[config.mk]
export PLATFORM = sky130hd
export DESIGN_NAME = spike_event_collector_flat
export DESIGN_NICKNAME = d
export VERILOG_FILES = /design/src/rtl/spike_collector_pkg.sv /design/src/rtl/spike_event_collector_if.sv /design/src/rtl/spike_addr_fifo.sv /design/src/rtl/spike_event_collector.sv /design/src/flat_wrapper.sv
export SDC_FILE = /design/constraint.sdc
export NUM_CORES = 1
export LEC_CHECK = 0
export ABC_AREA = 0
export BUFFER_PORTS_ARGS = -buffer_cell sky130_fd_sc_hd__buf_2
export CAP_MARGIN = 5
export CELL_PAD_IN_SITES_DETAIL_PLACEMENT = 0
export CELL_PAD_IN_SITES_GLOBAL_PLACEMENT = 2
export CORE_MARGIN = 5
export CORE_UTILIZATION = 25
export CTS_CLUSTER_DIAMETER = 40
export CTS_CLUSTER_SIZE = 12
export DETAILED_ROUTE_END_ITERATION = 16
export HOLD_SLACK_MARGIN = 0.02
export PLACE_DENSITY_LB_ADDON = 0.1
export SLEW_MARGIN = 20
export SYNTH_ARGS = -nofsm -noshare
export SYNTH_HDL_FRONTEND = slang
export SYNTH_SLANG_ARGS = --single-unit
[constraint.sdc]
create_clock -name clk_i -period 2.1 [get_ports clk_i]
set_input_delay 0.21 -clock clk_i [delete_from_list [all_inputs] [get_ports clk_i]]
set_output_delay 0.21 -clock clk_i [all_outputs]
set_load 0.03 [all_outputs]
[src/rtl/spike_collector_pkg.sv]
// rtl/spike_collector_pkg.sv - shared types and constants for the spike event collector
// Contents: collector state enum, spike counter width, default FIFO depth.
package spike_collector_pkg;

  typedef enum logic [1:0] {
    ST_IDLE    = 2'd0,
    ST_COLLECT = 2'd1,
    ST_DRAIN   = 2'd2,
    ST_DONE    = 2'd3
  } state_t;

  localparam int COUNT_W       = 16;
  localparam int DEFAULT_DEPTH = 16;

endpackage

[src/rtl/spike_event_collector_if.sv]
// rtl/spike_event_collector_if.sv - spike strobe input and host read handshake bundle
// Signals:
//   spike_pushback_i       strobe from the upstream pushback stage
//   spike_pushback_addr_i  spiking neuron address (valid with the strobe)
//   rd_ready_i             host accepts the head entry
//   rd_valid_o             FIFO head is valid
//   rd_addr_o              FIFO head neuron address
// Modports: master = upstream/host side, slave = collector side.
interface spike_event_collector_if #(
  parameter int N = 256
);
  localparam int AW = $clog2(N);

  logic          spike_pushback_i;
  logic [AW-1:0] spike_pushback_addr_i;
  logic          rd_ready_i;
  logic          rd_valid_o;
  logic [AW-1:0] rd_addr_o;

  modport master (
    output spike_pushback_i, spike_pushback_addr_i, rd_ready_i,
    input  rd_valid_o, rd_addr_o
  );

  modport slave (
    input  spike_pushback_i, spike_pushback_addr_i, rd_ready_i,
    output rd_valid_o, rd_addr_o
  );
endinterface

[src/rtl/spike_addr_fifo.sv]
// rtl/spike_addr_fifo.sv - first-word-fall-through flop-array FIFO of neuron addresses
// Ports:
//   clk_i, rst_i     clock, synchronous active-high reset
//   flush            empties the FIFO on the next edge
//   push, wr_data    write request and data
//   pop              read request (head advances on the edge)
//   rd_data          current head entry (combinational)
//   full, empty      occupancy flags
module spike_addr_fifo #(
  parameter int W     = 8,
  parameter int DEPTH = 16
) (
  input  logic         clk_i,
  input  logic         rst_i,
  input  logic         flush,
  input  logic         push,
  input  logic         pop,
  input  logic [W-1:0] wr_data,
  output logic [W-1:0] rd_data,
  output logic         full,
  output logic         empty
);
  localparam int PW = $clog2(DEPTH);

  // One extra pointer bit separates full from empty when the indices match.
  logic [PW:0]  wr_ptr;
  logic [PW:0]  rd_ptr;
  logic [W-1:0] mem [DEPTH];

  logic do_push;
  logic do_pop;

  assign empty   = (wr_ptr == rd_ptr);
  assign full    = (wr_ptr[PW] != rd_ptr[PW]) && (wr_ptr[PW-1:0] == rd_ptr[PW-1:0]);
  // A write into a full FIFO is allowed only when the head leaves in the same cycle.
  assign do_push = push && (!full || pop);
  assign do_pop  = pop && !empty;
  assign rd_data = mem[rd_ptr[PW-1:0]];

  always_ff @(posedge clk_i) begin
    if (rst_i || flush) begin
      wr_ptr <= '0;
      rd_ptr <= '0;
    end else begin
      if (do_push) wr_ptr <= wr_ptr + 1'b1;
      if (do_pop)  rd_ptr <= rd_ptr + 1'b1;
    end
  end

  // Storage is not reset; the pointers alone define which entries are live.
  always_ff @(posedge clk_i) begin
    if (do_push && !flush) mem[wr_ptr[PW-1:0]] <= wr_data;
  end

endmodule

[src/rtl/spike_event_collector.sv]
// rtl/spike_event_collector.sv - collects output-spike addresses of one inference for host readout
// Ports:
//   clk_i, rst_i       clock, synchronous active-high reset
//   start_i            pulse starting a new collection (flushes FIFO, clears count/overflow)
//   inference_done_i   end of inference from upstream (honoured only while collecting)
//   bus                spike strobe in, FIFO head read handshake out
//   spike_count_o      saturating spike count for this inference
//   overflow_o         sticky: a spike was dropped on a full FIFO
//   busy_o, done_o     status levels; irq_o pulses on the first DONE cycle
module spike_event_collector
  import spike_collector_pkg::*;
#(
  parameter int N     = 256,
  parameter int DEPTH = DEFAULT_DEPTH
) (
  input  logic                   clk_i,
  input  logic                   rst_i,
  input  logic                   start_i,
  input  logic                   inference_done_i,
  spike_event_collector_if.slave bus,
  output logic [COUNT_W-1:0]     spike_count_o,
  output logic                   overflow_o,
  output logic                   busy_o,
  output logic                   done_o,
  output logic                   irq_o
);
  localparam int AW = $clog2(N);

  state_t        state;
  state_t        state_next;
  logic          fifo_full;
  logic          fifo_empty;
  logic          pop;
  logic          strobe;
  logic          push;
  logic [AW-1:0] fifo_rd_data;

  // start_i wins over a same-cycle strobe, so no spike is counted or stored then.
  assign strobe = (state == ST_COLLECT) && bus.spike_pushback_i && !start_i;
  assign pop    = !fifo_empty && bus.rd_ready_i;
  assign push   = strobe && (!fifo_full || pop);

  spike_addr_fifo #(
    .W    (AW),
    .DEPTH(DEPTH)
  ) u_fifo (
    .clk_i  (clk_i),
    .rst_i  (rst_i),
    .flush  (start_i),
    .push   (push),
    .pop    (pop),
    .wr_data(bus.spike_pushback_addr_i),
    .rd_data(fifo_rd_data),
    .full   (fifo_full),
    .empty  (fifo_empty)
  );

  assign bus.rd_valid_o = !fifo_empty;
  // Mask the unreset storage so the address output reads zero when nothing is buffered.
  assign bus.rd_addr_o  = fifo_empty ? '0 : fifo_rd_data;
  assign busy_o         = (state == ST_COLLECT) || (state == ST_DRAIN);
  assign done_o         = (state == ST_DONE);

  always_ff @(posedge clk_i) begin
    if (rst_i) state <= ST_IDLE;
    else       state <= state_next;
  end

  always_comb begin
    state_next = state;
    if (start_i) begin
      state_next = ST_COLLECT;
    end else begin
      unique case (state)
        ST_COLLECT: if (inference_done_i) state_next = ST_DRAIN;
        ST_DRAIN:   if (fifo_empty)       state_next = ST_DONE;
        default:    state_next = state;
      endcase
    end
  end

  always_ff @(posedge clk_i) begin
    if (rst_i || start_i) begin
      spike_count_o <= '0;
      overflow_o    <= 1'b0;
    end else if (strobe) begin
      if (spike_count_o != '1) spike_count_o <= spike_count_o + 1'b1;
      if (fifo_full && !pop)   overflow_o    <= 1'b1;
    end
  end

  // Registered so the pulse lines up with the first cycle done_o is high.
  always_ff @(posedge clk_i) begin
    if (rst_i) irq_o <= 1'b0;
    else       irq_o <= (state_next == ST_DONE) && (state != ST_DONE);
  end

endmodule
[src/flat_wrapper.sv]
// flat-port wrapper written by rule: the top's interface ports become plain ports
module spike_event_collector_flat import spike_collector_pkg::*;
#(
  parameter int N     = 256,
  parameter int DEPTH = DEFAULT_DEPTH
)
  (clk_i, rst_i, start_i, inference_done_i, spike_count_o, overflow_o, busy_o, done_o, irq_o, bus_spike_pushback_i, bus_spike_pushback_addr_i, bus_rd_ready_i, bus_rd_valid_o, bus_rd_addr_o);
  spike_event_collector_if #(.N(N)) bus_i ();
  input  logic clk_i;
  input  logic rst_i;
  input  logic start_i;
  input  logic inference_done_i;
  output logic [COUNT_W-1:0] spike_count_o;
  output logic overflow_o;
  output logic busy_o;
  output logic done_o;
  output logic irq_o;
  input wire logic [$bits(bus_i.spike_pushback_i)-1:0] bus_spike_pushback_i;
  input wire logic [$bits(bus_i.spike_pushback_addr_i)-1:0] bus_spike_pushback_addr_i;
  input wire logic [$bits(bus_i.rd_ready_i)-1:0] bus_rd_ready_i;
  output wire logic [$bits(bus_i.rd_valid_o)-1:0] bus_rd_valid_o;
  output wire logic [$bits(bus_i.rd_addr_o)-1:0] bus_rd_addr_o;
  assign bus_i.spike_pushback_i = bus_spike_pushback_i;
  assign bus_i.spike_pushback_addr_i = bus_spike_pushback_addr_i;
  assign bus_i.rd_ready_i = bus_rd_ready_i;
  assign bus_rd_valid_o = bus_i.rd_valid_o;
  assign bus_rd_addr_o = bus_i.rd_addr_o;
  spike_event_collector #(.N(N), .DEPTH(DEPTH)) u_core (.clk_i(clk_i), .rst_i(rst_i), .start_i(start_i), .inference_done_i(inference_done_i), .bus(bus_i), .spike_count_o(spike_count_o), .overflow_o(overflow_o), .busy_o(busy_o), .done_o(done_o), .irq_o(irq_o));
endmodule
# ---- Yosys cells after proc, flatten, opt, wreduce, memory -nomap -nowiden
# Memory sizes are Yosys's and may differ from the RTL's. A register that Yosys moved wholly into a read port is not among the register bits.
# Index checks and enable logic that the tools add are counted.
dict set report classes {
  reduce_logical 19
  bitwise 0
  n_mux 9
  shift 0
  order_cmp 0
  multipliers 0
  addsub 3
  div_mod_pow 0
  eq_ne 9
}
# cell count
set op_table {}
lappend op_table {{16-bit by 1-bit adder with 16-bit output (second input constant)} 1}
lappend op_table {{16-bit inequality test (second input constant)} 1}
lappend op_table {{5-bit by 1-bit adder with 5-bit output (second input constant)} 2}
lappend op_table {{1-bit logical AND} 10}
lappend op_table {{4-bit two-way mux} 2}
lappend op_table {{8-bit two-way mux} 1}
lappend op_table {{2-bit == test (second input constant)} 3}
lappend op_table {{2-bit two-way mux} 3}
lappend op_table {{5-bit == test} 1}
lappend op_table {{4-bit == test} 1}
lappend op_table {{1-bit zero test} 4}
lappend op_table {{2-bit case mux with 2 select lines} 1}
lappend op_table {{2-bit AND reduction} 2}
lappend op_table {{1-bit logical OR} 3}
lappend op_table {{2-bit by 1-bit == test with 1-bit output (second input constant)} 1}
lappend op_table {{1-bit two-way mux} 2}
lappend op_table {{2-bit inequality test (second input constant)} 1}
lappend op_table {{1-bit inequality test} 1}
dict set report word_totals {
  ff_bits 30
  n_memories 1
  wordCells 47
  ramBits 128
  rom_bits 0
  input_bits 14
  latch_bits 0
}
# memory depth width read_ports rd_ports_with_merged_regs write_ports line_no
set memory_table {}
lappend memory_table {u_core.u_fifo.mem 16 8 1 1 1 spike_addr_fifo.sv:28} ;# logic [W-1:0] mem [DEPTH];

# ---- Logic depth before layout (Yosys ltp)
dict set report depth {
  depth_word 9
  ltp_mapped 7
  ltp_nobuf 6
}

# ---- Hierarchy
# A second synthesis with hierarchy kept.
dict set report hier_totals {
  cells_unflattened 410
  area_unflattened_um2 6876.6
}
# module area_each_um2 cells_each instances seq_area_each_um2
set modules_own_cells {}
lappend modules_own_cells {spike_addr_fifo 5690.5 273 1 4124.0}
lappend modules_own_cells {spike_event_collector 1186.1 137 1 400.4}

# ---- Worst setup path before layout
# No wires, ideal clock.
dict set report synth_path {
  path_kind {reg-to-output}
  from {register (tool-made name)}
  to {output bus_rd_addr_o[5]}
  path_slack_ns -0.030
  arrival_ns 1.920
  path_buffers 3
  stages_incl_launch_ff 7
  cell_sequence {dfxtp_1 -> buf_2 -> buf_6 -> buf_6 -> mux4_2 -> mux2i_1 -> a211oi_1}
}
# element line_no
set synth_rtl {}
lappend synth_rtl {{to (decl)} flat_wrapper.sv:22} ;# output wire logic [$bits(bus_i.rd_addr_o)-1:0] bus_rd_addr_o;

==> flow_summary_export.csv <==
group,metric,value,unit
timing,rsz0062_at_grt,"yes",
global_route,grt_pass1_vias,4364,
route,first_pass_iters,4,
clocking,cts-root-buf,"clkbuf_16",
place,dpl.cell_count,836,
logic_synthesis,synth.top_cells.by_area,"edfxtp_1 (56%), mux4_2 (10%), dfxtp_1 (9.9%)",
clocking,cts.hold.buffers_added,0,
worst_setup_path,reg2reg_depth,7,
clocking,clock_sinks,162,
logic_synthesis,synthesis.nets,463,
logic_synthesis,yosys.area.top_type,"edfxtp_1",
layout,area_growth,25.88,%
timing,worst-slew-pin-transition,0.7434,ns
logic_synthesis,async_reset_ff_share,0,%
logic_synthesis,ys_warn_count,0,
worst_setup_path,start_kind,"register",
clocking,numCtsBuffers,17,
die,die-area,30940,sq um
route,wl,17.46,mm
timing,final.setup_skew,0.01142,ns
layout,diodes,0,
route,drc,0,
logic_synthesis,synth_cell_type_count,48,
timing,holdWs,0.1434,ns
outcome,status,"finished with violations",
clocking,clockBufferDepth,2,
logic_synthesis,synth_top_flop_cell,"edfxtp_1",
global_route,grt_max_degree,25,
logic_synthesis,ys_ff_latch,162,
die,core-area,27030,sq um
place,numPortBuffers,42,
route,wire_per_inst,19.93,microns
place,place_congestion,0.7163,
timing,slew_headroom,50.37,%
timing,fin_tns_setup,-1.996,ns
die,rows,60,
pwr,p_leak,2.939,nW
layout,layout.nets,547,
timing,maxSlewViolCount,0,
logic_synthesis,synth_cells,439,
global_route,track_usage,11.64,%
place,hpwl,11.40,mm
timing,setup_viol,8,
worst_setup_path,cp-end-kind,"primary output",
global_route,grt_antenna_before_repair,0,
layout,stdcell_count,876,
job,drv_cap,0,
place,dp_slack,0.02614,ns
timing,worst_slack,-0.2939,ns
pwr,peakVddDrop,0.0004299,V
logic_synthesis,netlist_area,6880,sq um
global_route,grt-ovfl-total,0,
die,initial_utilization,25.46,%
worst_setup_path,critPathKind,"reg2out",
worst_setup_path,path_max_fanout,6,
logic_synthesis,yosysSeqAreaShare,65.76,%
worst_hold_path,hp-class,"in2reg",
timing,hold_viol_final,0,
logic_synthesis,synth_top_area_share,55.86,%
route,vias,4069,
clocking,cts_tree,"yes",
clocking,path_clk_slew,0.06,ns
layout,drive_gt1_share,36.07,%
timing,period_share,114.0,%
outcome,violations,"negative setup slack",
worst_setup_path,worst_ep_arrival_time,2.18,ns
logic_synthesis,syn_avg_cell_area,15.67,sq um
pwr,finalPower,0.006613,W
die,die_h,175.9,microns
timing,max_freq,0.4177,GHz
die,boundaryPins,43,
route,avgViaCountPerCell,4.645,
route,first_iter_violations,222,
worst_hold_path,min_path_cells,2,
clocking,htreeDepth,4,
global_route,grt_pass1_wl,26.85,mm
clocking,clock_latency,0.42,ns
route,postRouteAntennaNets,0,
logic_synthesis,synth_edf_count,128,
timing,finalCriticalPeriod,2.394,ns
die,die_x,175.9,microns
pwr,p_per_area,763.6,nW/um^2
worst_setup_path,crit_required,1.89,ns
sequential cells by signal, indices dropped and copies added, names as in the netlist, named ones only:
name and cells:
u_core.u_fifo.mem 128, u_core.spike_count_o 16, u_core.u_fifo.rd_ptr 5, u_core.u_fifo.wr_ptr 5, u_core.state 2, u_core.irq_o 1
u_core.overflow_o 1
layer usage:
layer  track usage [%]  share of wire [%]
met5                 0                  0
met4             3.281                1.2
met2             19.87                 51
met3             2.626                2.8
met1             14.88                 45
area by class of cell:
type	instances	area, sq um
Inverter	9	33.78
Tap cell	341	426.7
Multi-Input combinational cell	244	2335
Fill cell	2650	18370
Timing Repair Buffer	89	780.7
Clock inverter	13	126.4
Sequential cell	162	4529
Clock buffer	18	429.2
worst paths after layout:
kind,start,slack [ns],to
max reg2reg,u_core.state[1],0.14,u_core.spike_count_o[8]
max,register,-0.29,bus_rd_addr_o[1]
min,rst_i,0.14,u_core.state[0]
min reg2reg,u_core.overflow_o,0.49,u_core.overflow_o
cell families after synthesis:
| group | synth area share (%) |
|---|---|
| simple gates | 9.475 |
| fa+ha+maj | 1.819 |
| mux | 13.82 |
| flops | 65.76 |
| compound gates | 6.201 |
| buf+inv | 2.291 |
| xor+xnor | 0.6365 |
Yosys cell counts, types with 2 or more instances:
cell	instances
and4_1	3
and3_1	20
nand2_1	34
and2_1	3
xor2_1	4
clkbuf_1	10
o41ai_1	2
nor4_1	3
dfxtp_1	34
a21oi_1	14
o211ai_1	3
buf_6	2
nor2_1	6
buf_2	8
a211oi_1	19
mux4_2	32
edfxtp_1	128
inv_1	9
ha_1	10
or4_1	4
mux2i_1	23
a2111o_1	6
or3_1	9
o21ai_0	7
nand4_1	9
nor2b_1	11
nand3_1	5
metrics by stage:
step                      util [%]  cell area [sq um]
after global routing         32.05               8661
after global placement       28.90               7810
after detailed placement     28.90               7810
final                        32.05               8661
after floorplan                  -               6920
after CTS                    31.87               8612
layout by cell type, fill, tap and decap left out, types with 10 or more instances in the layout:
| master | Yosys | routed |
|---|---|---|
| a211oi_2 | 0 | 17 |
| a21oi_1 | 14 | 14 |
| and3_1 | 20 | 10 |
| and3_2 | 0 | 10 |
| buf_2 | 8 | 34 |
| buf_4 | 1 | 42 |
| clkbuf_16 | 0 | 17 |
| dfxtp_1 | 34 | 32 |
| edfxtp_1 | 128 | 128 |
| mux2i_1 | 23 | 18 |
| mux4_2 | 32 | 32 |
| nand2_1 | 34 | 34 |
| nor2b_1 | 11 | 10 |
worst max-delay path, stage by stage, from the launching register on:
cell and delay (ns):
dfxtp_4 0.41, buf_12 0.14, buf_16 0.13, mux4_2 0.53
mux2i_2 0.19, a211oi_2 0.13, buf_4 0.22
power breakdown:
group / switching [W] / internal [W]
Combinational: 0.000125 / 0.0000681
Sequential: 0.00000379 / 0.00346
Clock: 0.00131 / 0.00165
Total: 0.00144 / 0.00517
what timing repair did:
item / CTS / global route
gates resized for setup: 27 / 15
setup endpoints to repair: 9 / 19
cloned: 4 / 0
buffers inserted: 3 / 2
pin swaps: 14 / 7
(Power assumes the default switching activity.)
